--- config.mk ---
export PLATFORM = sky130hd
export DESIGN_NAME = random_delay_timer
export DESIGN_NICKNAME = d
export VERILOG_FILES = /design/src/rtl/random_delay_timer_pkg.sv /design/src/rtl/random_delay_timer_ms_tick_gen.sv /design/src/rtl/random_delay_timer.sv
export SDC_FILE = /design/constraint.sdc
export NUM_CORES = 1
export LEC_CHECK = 0
export BUFFER_PORTS_ARGS = -buffer_cell sky130_fd_sc_hd__buf_2
export CORE_UTILIZATION = 40
export DETAILED_ROUTE_END_ITERATION = 16
export SLEW_MARGIN = 20
export SYNTH_ARGS = -nofsm -noshare
export SYNTH_HDL_FRONTEND = slang
export SYNTH_SLANG_ARGS = --single-unit
--- constraint.sdc ---
create_clock -name clk -period 2.7 [get_ports clk]
set_clock_uncertainty 0.05 [all_clocks]
set_input_delay 0.135 -clock clk [delete_from_list [all_inputs] [get_ports clk]]
set_output_delay 0.135 -clock clk [all_outputs]
set_load 0.03 [all_outputs]
--- src/rtl/random_delay_timer_pkg.sv ---
// Shared definitions for the reaction-timer delay stage: default timing parameters,
// the random-number width shared with the LFSR generator, and the FSM state type.
package random_delay_timer_pkg;

  localparam int RND_W            = 14;
  localparam int CLK_PER_MS_DEF   = 100000;
  localparam int MIN_DELAY_MS_DEF = 2000;
  localparam int RAND_BITS_DEF    = 13;
  localparam int DELAY_W_DEF      = 14;

  typedef enum logic [2:0] {
    ST_IDLE,
    ST_REQ,
    ST_WAIT_RND,
    ST_COUNT,
    ST_DONE
  } state_t;

  // Counter width able to hold 0..n-1, never narrower than one bit.
  function automatic int cnt_width(input int n);
    return (n > 1) ? $clog2(n) : 1;
  endfunction

endpackage

--- src/rtl/random_delay_timer_ms_tick_gen.sv ---
// Millisecond prescaler: counts 0..CLK_PER_MS-1 while enabled and flags the wrap cycle.
module ms_tick_gen
  import random_delay_timer_pkg::*;
#(
  parameter int CLK_PER_MS = CLK_PER_MS_DEF
) (
  input  logic clk,
  input  logic reset,
  input  logic clr,
  input  logic en,
  output logic tick
);

  localparam int                PRE_W = cnt_width(CLK_PER_MS);
  localparam logic [PRE_W-1:0]  LAST  = PRE_W'(CLK_PER_MS - 1);

  logic [PRE_W-1:0] cnt_q, cnt_d;

  assign tick = en && (cnt_q == LAST);

  always_comb begin
    cnt_d = cnt_q;
    if (clr) begin
      cnt_d = '0;
    end else if (en) begin
      cnt_d = tick ? '0 : cnt_q + 1'b1;
    end
  end

  always_ff @(posedge clk or posedge reset) begin
    if (reset) begin
      cnt_q <= '0;
    end else begin
      cnt_q <= cnt_d;
    end
  end

endmodule

--- src/rtl/random_delay_timer.sv ---
// Reaction-timer delay stage: requests a random number, turns it into a millisecond
// delay, counts it out and raises the stimulus; an abort before expiry cancels the run.
module random_delay_timer
  import random_delay_timer_pkg::*;
#(
  parameter int CLK_PER_MS   = CLK_PER_MS_DEF,
  parameter int MIN_DELAY_MS = MIN_DELAY_MS_DEF,
  parameter int RAND_BITS    = RAND_BITS_DEF,
  parameter int DELAY_W      = DELAY_W_DEF
) (
  input  logic               clk,
  input  logic               reset,
  input  logic               arm,
  input  logic               abort,
  input  logic               clear,
  output logic               rnd_start,
  input  logic               rnd_done_tick,
  input  logic [RND_W-1:0]   rnd_num,
  output logic [DELAY_W-1:0] delay_ms,
  output logic               busy,
  output logic               stimulus,
  output logic               expired_tick
);

  state_t             state_q, state_d;
  logic [DELAY_W-1:0] delay_q, delay_d;
  logic [DELAY_W-1:0] ms_q, ms_d;
  logic               expired_q, expired_d;
  logic               pre_clr, pre_en, pre_tick;
  logic [DELAY_W-1:0] new_delay;
  logic               rnd_unused;

  // Only the low RAND_BITS of the generator value feed the delay.
  assign rnd_unused = ^rnd_num;
  assign new_delay  = DELAY_W'(MIN_DELAY_MS) + DELAY_W'(rnd_num[RAND_BITS-1:0]);

  ms_tick_gen #(
    .CLK_PER_MS (CLK_PER_MS)
  ) u_ms_tick_gen (
    .clk   (clk),
    .reset (reset),
    .clr   (pre_clr),
    .en    (pre_en),
    .tick  (pre_tick)
  );

  assign pre_en = (state_q == ST_COUNT);

  always_comb begin
    // NOTE: every output of this block gets a default first, so no path can infer a latch.
    state_d   = state_q;
    delay_d   = delay_q;
    ms_d      = ms_q;
    pre_clr   = 1'b0;
    rnd_start = 1'b0;
    unique case (state_q)
      ST_IDLE: begin
        if (arm) state_d = ST_REQ;
      end
      ST_REQ: begin
        if (abort) begin
          state_d = ST_IDLE;
        end else begin
          rnd_start = 1'b1;
          state_d   = ST_WAIT_RND;
        end
      end
      ST_WAIT_RND: begin
        if (abort) begin
          state_d = ST_IDLE;
        end else if (rnd_done_tick) begin
          delay_d = new_delay;
          ms_d    = new_delay;
          pre_clr = 1'b1;
          state_d = (new_delay == '0) ? ST_DONE : ST_COUNT;
        end
      end
      ST_COUNT: begin
        if (abort) begin
          state_d = ST_IDLE;
          ms_d    = '0;
          pre_clr = 1'b1;
        end else if (pre_tick) begin
          ms_d = ms_q - 1'b1;
          if (ms_q == DELAY_W'(1)) state_d = ST_DONE;
        end
      end
      ST_DONE: begin
        if (abort || clear) state_d = ST_IDLE;
      end
      default: begin
        state_d = ST_IDLE;
      end
    endcase
  end

  // Pulse on the first DONE cycle only, whichever state it was entered from.
  assign expired_d = (state_d == ST_DONE) && (state_q != ST_DONE);

  always_ff @(posedge clk or posedge reset) begin
    if (reset) begin
      state_q   <= ST_IDLE;
      delay_q   <= '0;
      ms_q      <= '0;
      expired_q <= 1'b0;
    end else begin
      // NOTE: non-blocking assignments so every register samples pre-edge values.
      state_q   <= state_d;
      delay_q   <= delay_d;
      ms_q      <= ms_d;
      expired_q <= expired_d;
    end
  end

  assign delay_ms     = delay_q;
  assign busy         = (state_q == ST_REQ) || (state_q == ST_WAIT_RND) || (state_q == ST_COUNT);
  assign stimulus     = (state_q == ST_DONE);
  assign expired_tick = expired_q;

endmodule

==> reports/summary.log <==
qor: synth.synth-main-ff-cell sky130_fd_sc_hd__dfrtp_1
qor: finish.antenna_cells 0
qor: global_routing.grt_first_pass_wirelength 10,550 um
qor: cts.worst_skew_pair.late_latency 0.30 ns
qor: finish.final_util 47.96%
qor: synth.synth.distinct_cells 53
qor: timing.setup_viol 0
qor: cts.tritoncts done
qor: finish.final_area 3080 sq um
qor: setup_path.critical_path.cell_chain nor4b_1, nand4_1, o41ai_4, buf_4, o21ai_0, a221o_1
qor: pwr.seq_power_share 46.1%
qor: synth.synthesis.instances 287
qor: floorplanning.row_count 29
qor: global_routing.grt_start_max_net_pins 27
qor: setup_path.cp_slowest_cell sky130_fd_sc_hd__dfrtp_1
qor: timing.finalSetupTns 0 ns
qor: global_routing.antenna_violations_before_repair 0
qor: flow_run.drv_cap 0
qor: placed_design.detailed_place_hpwl 4417 um
qor: global_routing.groute.usage.overall 18.76%
qor: hold_path.timing.hold.worst.start rnd_num[0]
qor: timing.maximum_operating_frequency 0.4639 GHz
qor: placed_design.post-place-cells 396
qor: setup_path.worst_r2r_endpoint ms_q[7]$_DFFE_PP0P_
qor: cts.clkSinkCount 49
qor: synth.synth_commonest_cells sky130_fd_sc_hd__dfrtp_1 (49), sky130_fd_sc_hd__nor2_1 (27), sky130_fd_sc_hd__o21ai_0 (27)
qor: cts.cts-htree-levels 2
qor: floorplanning.core_area 6422 sq um
qor: finish.n_fill_cell 614
qor: setup_path.r2r_start u_ms_tick_gen.cnt_q[11]$_DFFE_PP0P_
qor: synth.yosysSeqAreaShare 45.73%
qor: hold_path.worst_hold_path.endpoint delay_ms[0]$_DFFE_PP0P_
qor: timing.relSlewSlack 50.66%
qor: routing.wire_per_inst 15.04 um
qor: cts.post_cts.repair.setup_buffers 0
qor: synth.ranking_of_synthesized_cells_by_area sky130_fd_sc_hd__dfrtp_1 (46%), sky130_fd_sc_hd__o21ai_0 (5.0%), sky130_fd_sc_hd__xnor2_1 (4.2%)
qor: pwr.net-switching-power 0.9774 mW
qor: finish.fin_nets 352
qor: floorplanning.dieWidth 83.88 um
qor: pwr.ir_worst_vdd 371.7 uV
qor: timing.post-route-min-period 2.156 ns
qor: cts.clock-root-buffer sky130_fd_sc_hd__clkbuf_8
qor: pwr.static-leakage-power 1.382 nW
qor: global_routing.grt.overflow.total 0
qor: pwr.swShare 39.62%
qor: hold_path.min_path_cells 2
qor: synth.number_of_flops_mapped_to_enable_cells_by_yosys 0
qor: synth.yosys.area.top_type_share 45.73%
qor: floorplanning.io_pins 38
qor: routing.vias 2,207
qor: setup_path.critical_path.startpoint_type flop
qor: setup_path.path_buf_inv 1
qor: synth.yosys_warnings 0
qor: timing.fin_worst_hold_slack 0.03435 ns
qor: synth.ys_seq_elements 49
qor: pwr.p_total 2.467 mW
qor: timing.final_min_period_over_clock_period 79.84%
qor: pwr.p_comb_share 36.0%
qor: placed_design.port-buffer-count 36
qor: timing.tightest_slew 0.7369 ns
qor: timing.finalWorstSetupSlack 0.5443 ns
qor: finish.seq_area 1226 sq um
qor: routing.wl 6077 um
qor: pwr.cell_internal_pwr 1.490 mW
qor: synth.async_reset_ff_share 100.0%
qor: synth.post_synth.cell_area_avg 9.343 sq um
qor: setup_path.r2r_cells 6
qor: cts.gates_resized_cts_repair 0
qor: cts.clock_tree.buffer_depth 2
qor: placed_design.post_dp_cell_area 2984 sq um
qor: synth.post_synth_instance_area 2681 sq um
qor: floorplanning.die_y_extent 83.88 um
qor: setup_path.worstPathRequired 2.83 ns
qor: run_status.run_status finished with violations
qor: timing.finalMaxSlewViolations 0
qor: setup_path.criticalPathCategory reg2reg
qor: synth.post-synth-top-count-cell sky130_fd_sc_hd__dfrtp_1
qor: routing.remaining_drc_errors 3
qor: pwr.share_clk_of_total_power 17.9%
qor: timing.timing.final.hold_violations 0
qor: placed_design.routabilityCongestion 0.7672
qor: floorplanning.die_area 7035 sq um
qor: finish.final_layout_size_suffix_gt1_share 18.96%
qor: hold_path.hp-class in2reg
qor: routing.drtIter0Drc 143
qor: finish.multi_input_combinational_cell_area 1384 sq um
qor: pwr.power-per-cell-area 800.9 nW/um^2
qor: global_routing.number_of_global_route_vias_before_repair 2,074
qor: cts.cts-buffers-inserted 5
qor: routing.ant_nets 0
qor: finish.area_growth_syn_to_layout 14.89%
qor: finish.fin_cells 404
qor: setup_path.timing.critical_path.to_type flop
qor: setup_path.cp_max_fo 9
qor: setup_path.critical_path_arrival 2.29 ns
qor: cts.clk_pin_slew 0.09 ns
qor: timing.rsz0062_at_grt no
qor: run_status.violations design-rule violations
qor: setup_path.cpPeakStageDelay 0.43 ns
qor: synth.postSynthNetCount 312
qor: setup_path.critical_path.top_delay_family compound AO/OA/AOI/OAI gates
qor: floorplanning.start_util 41.75%
qor: routing.avgViaCountPerCell 5.463
qor: synth.netlist.top_cell.by_area sky130_fd_sc_hd__dfrtp_1
qor: setup_path.timing.reg2reg.setup_slack 0.54 ns
qor: routing.drt-pass1-iter-count 10
qor: placed_design.place_worst_setup_slack 0.5584 ns
layer usage:
metal	track usage [%]	wire (um)
met5	0	0
met2	28.91	2688
met4	5.486	72
met1	27.16	3157
met3	2.967	159
final cells by class:
class	instances	share of cell area, %
multi-input cells	217	44.92
flip-flops and latches	49	39.81
repair buffers	46	8.367
well taps	77	3.128
clock buffers	7	2.803
inverters	8	0.9748
how the worst max path moves through the flow:
stage / to / cells past startpoint / start
after floorplan: state_q[0]$_DFF_PP0_ / 5 / u_ms_tick_gen.cnt_q[5]$_DFFE_PP0P_
after global placement: state_q[0]$_DFF_PP0_ / 5 / u_ms_tick_gen.cnt_q[5]$_DFFE_PP0P_
after detailed placement: state_q[0]$_DFF_PP0_ / 5 / u_ms_tick_gen.cnt_q[5]$_DFFE_PP0P_
after CTS: state_q[0]$_DFF_PP0_ / 5 / u_ms_tick_gen.cnt_q[5]$_DFFE_PP0P_
after global routing: u_ms_tick_gen.cnt_q[16]$_DFFE_PP0P_ / 5 / state_q[2]$_DFF_PP0_
final: ms_q[7]$_DFFE_PP0P_ / 6 / u_ms_tick_gen.cnt_q[11]$_DFFE_PP0P_
placed cells by master (no fill, tap or decap), types with 7 or more instances in the layout:
| cell type | instances |
|---|---|
| sky130_fd_sc_hd__nor3_1 | 9 |
| sky130_fd_sc_hd__a21oi_1 | 14 |
| sky130_fd_sc_hd__nand2_1 | 25 |
| sky130_fd_sc_hd__buf_2 | 36 |
| sky130_fd_sc_hd__o21ai_0 | 27 |
| sky130_fd_sc_hd__buf_4 | 9 |
| sky130_fd_sc_hd__inv_1 | 7 |
| sky130_fd_sc_hd__dfrtp_1 | 49 |
| sky130_fd_sc_hd__nand3_1 | 7 |
| sky130_fd_sc_hd__xnor2_1 | 13 |
| sky130_fd_sc_hd__nor2_1 | 27 |
worst reg2reg max path, cell delays in order (launching register included):
cell                      delay (ns)
sky130_fd_sc_hd__dfrtp_1        0.43
sky130_fd_sc_hd__nor4b_1        0.37
sky130_fd_sc_hd__nand4_1        0.22
sky130_fd_sc_hd__o41ai_4        0.31
sky130_fd_sc_hd__buf_4          0.24
sky130_fd_sc_hd__o21ai_0        0.10
sky130_fd_sc_hd__a221o_1        0.31
sequential cells by signal, summed over array words and instances (netlist names):
name and count:
delay_ms 14, expired_tick 1, state_q 3, u_ms_tick_gen.cnt_q 17, ms_q 14
power by group through the flow:
stage | sequential, mW | combinational (mW) | clock [mW]
floorplan | 1.32 | 0.440 | 0
global placement | 1.15 | 0.876 | 0
detailed placement | 1.16 | 0.891 | 0
CTS | 1.14 | 0.895 | 0.458
global route | 1.17 | 0.979 | 0.479
finish | 1.14 | 0.888 | 0.441
timing repair:
item	4_1_cts	5_1_grt
hold buffers	1	0
setup endpoints to repair	0	0
hold endpoints to repair	23	0
logic make-up (layout without fill, tap and decap cells):
group	after synthesis	after routing	share of synthesized area, %
flip-flops	49	49	45.73
multiplexers	5	5	2.100
XOR/XNOR	17	17	5.553
adder cells (fa/ha/maj)	5	5	2.333
AO/OA/AOI/OAI	74	74	17.73
buffers and inverters	21	61	3.080
AND/OR/NAND/NOR	116	116	23.47
Note: power is estimated with default switching activity, not from simulation.
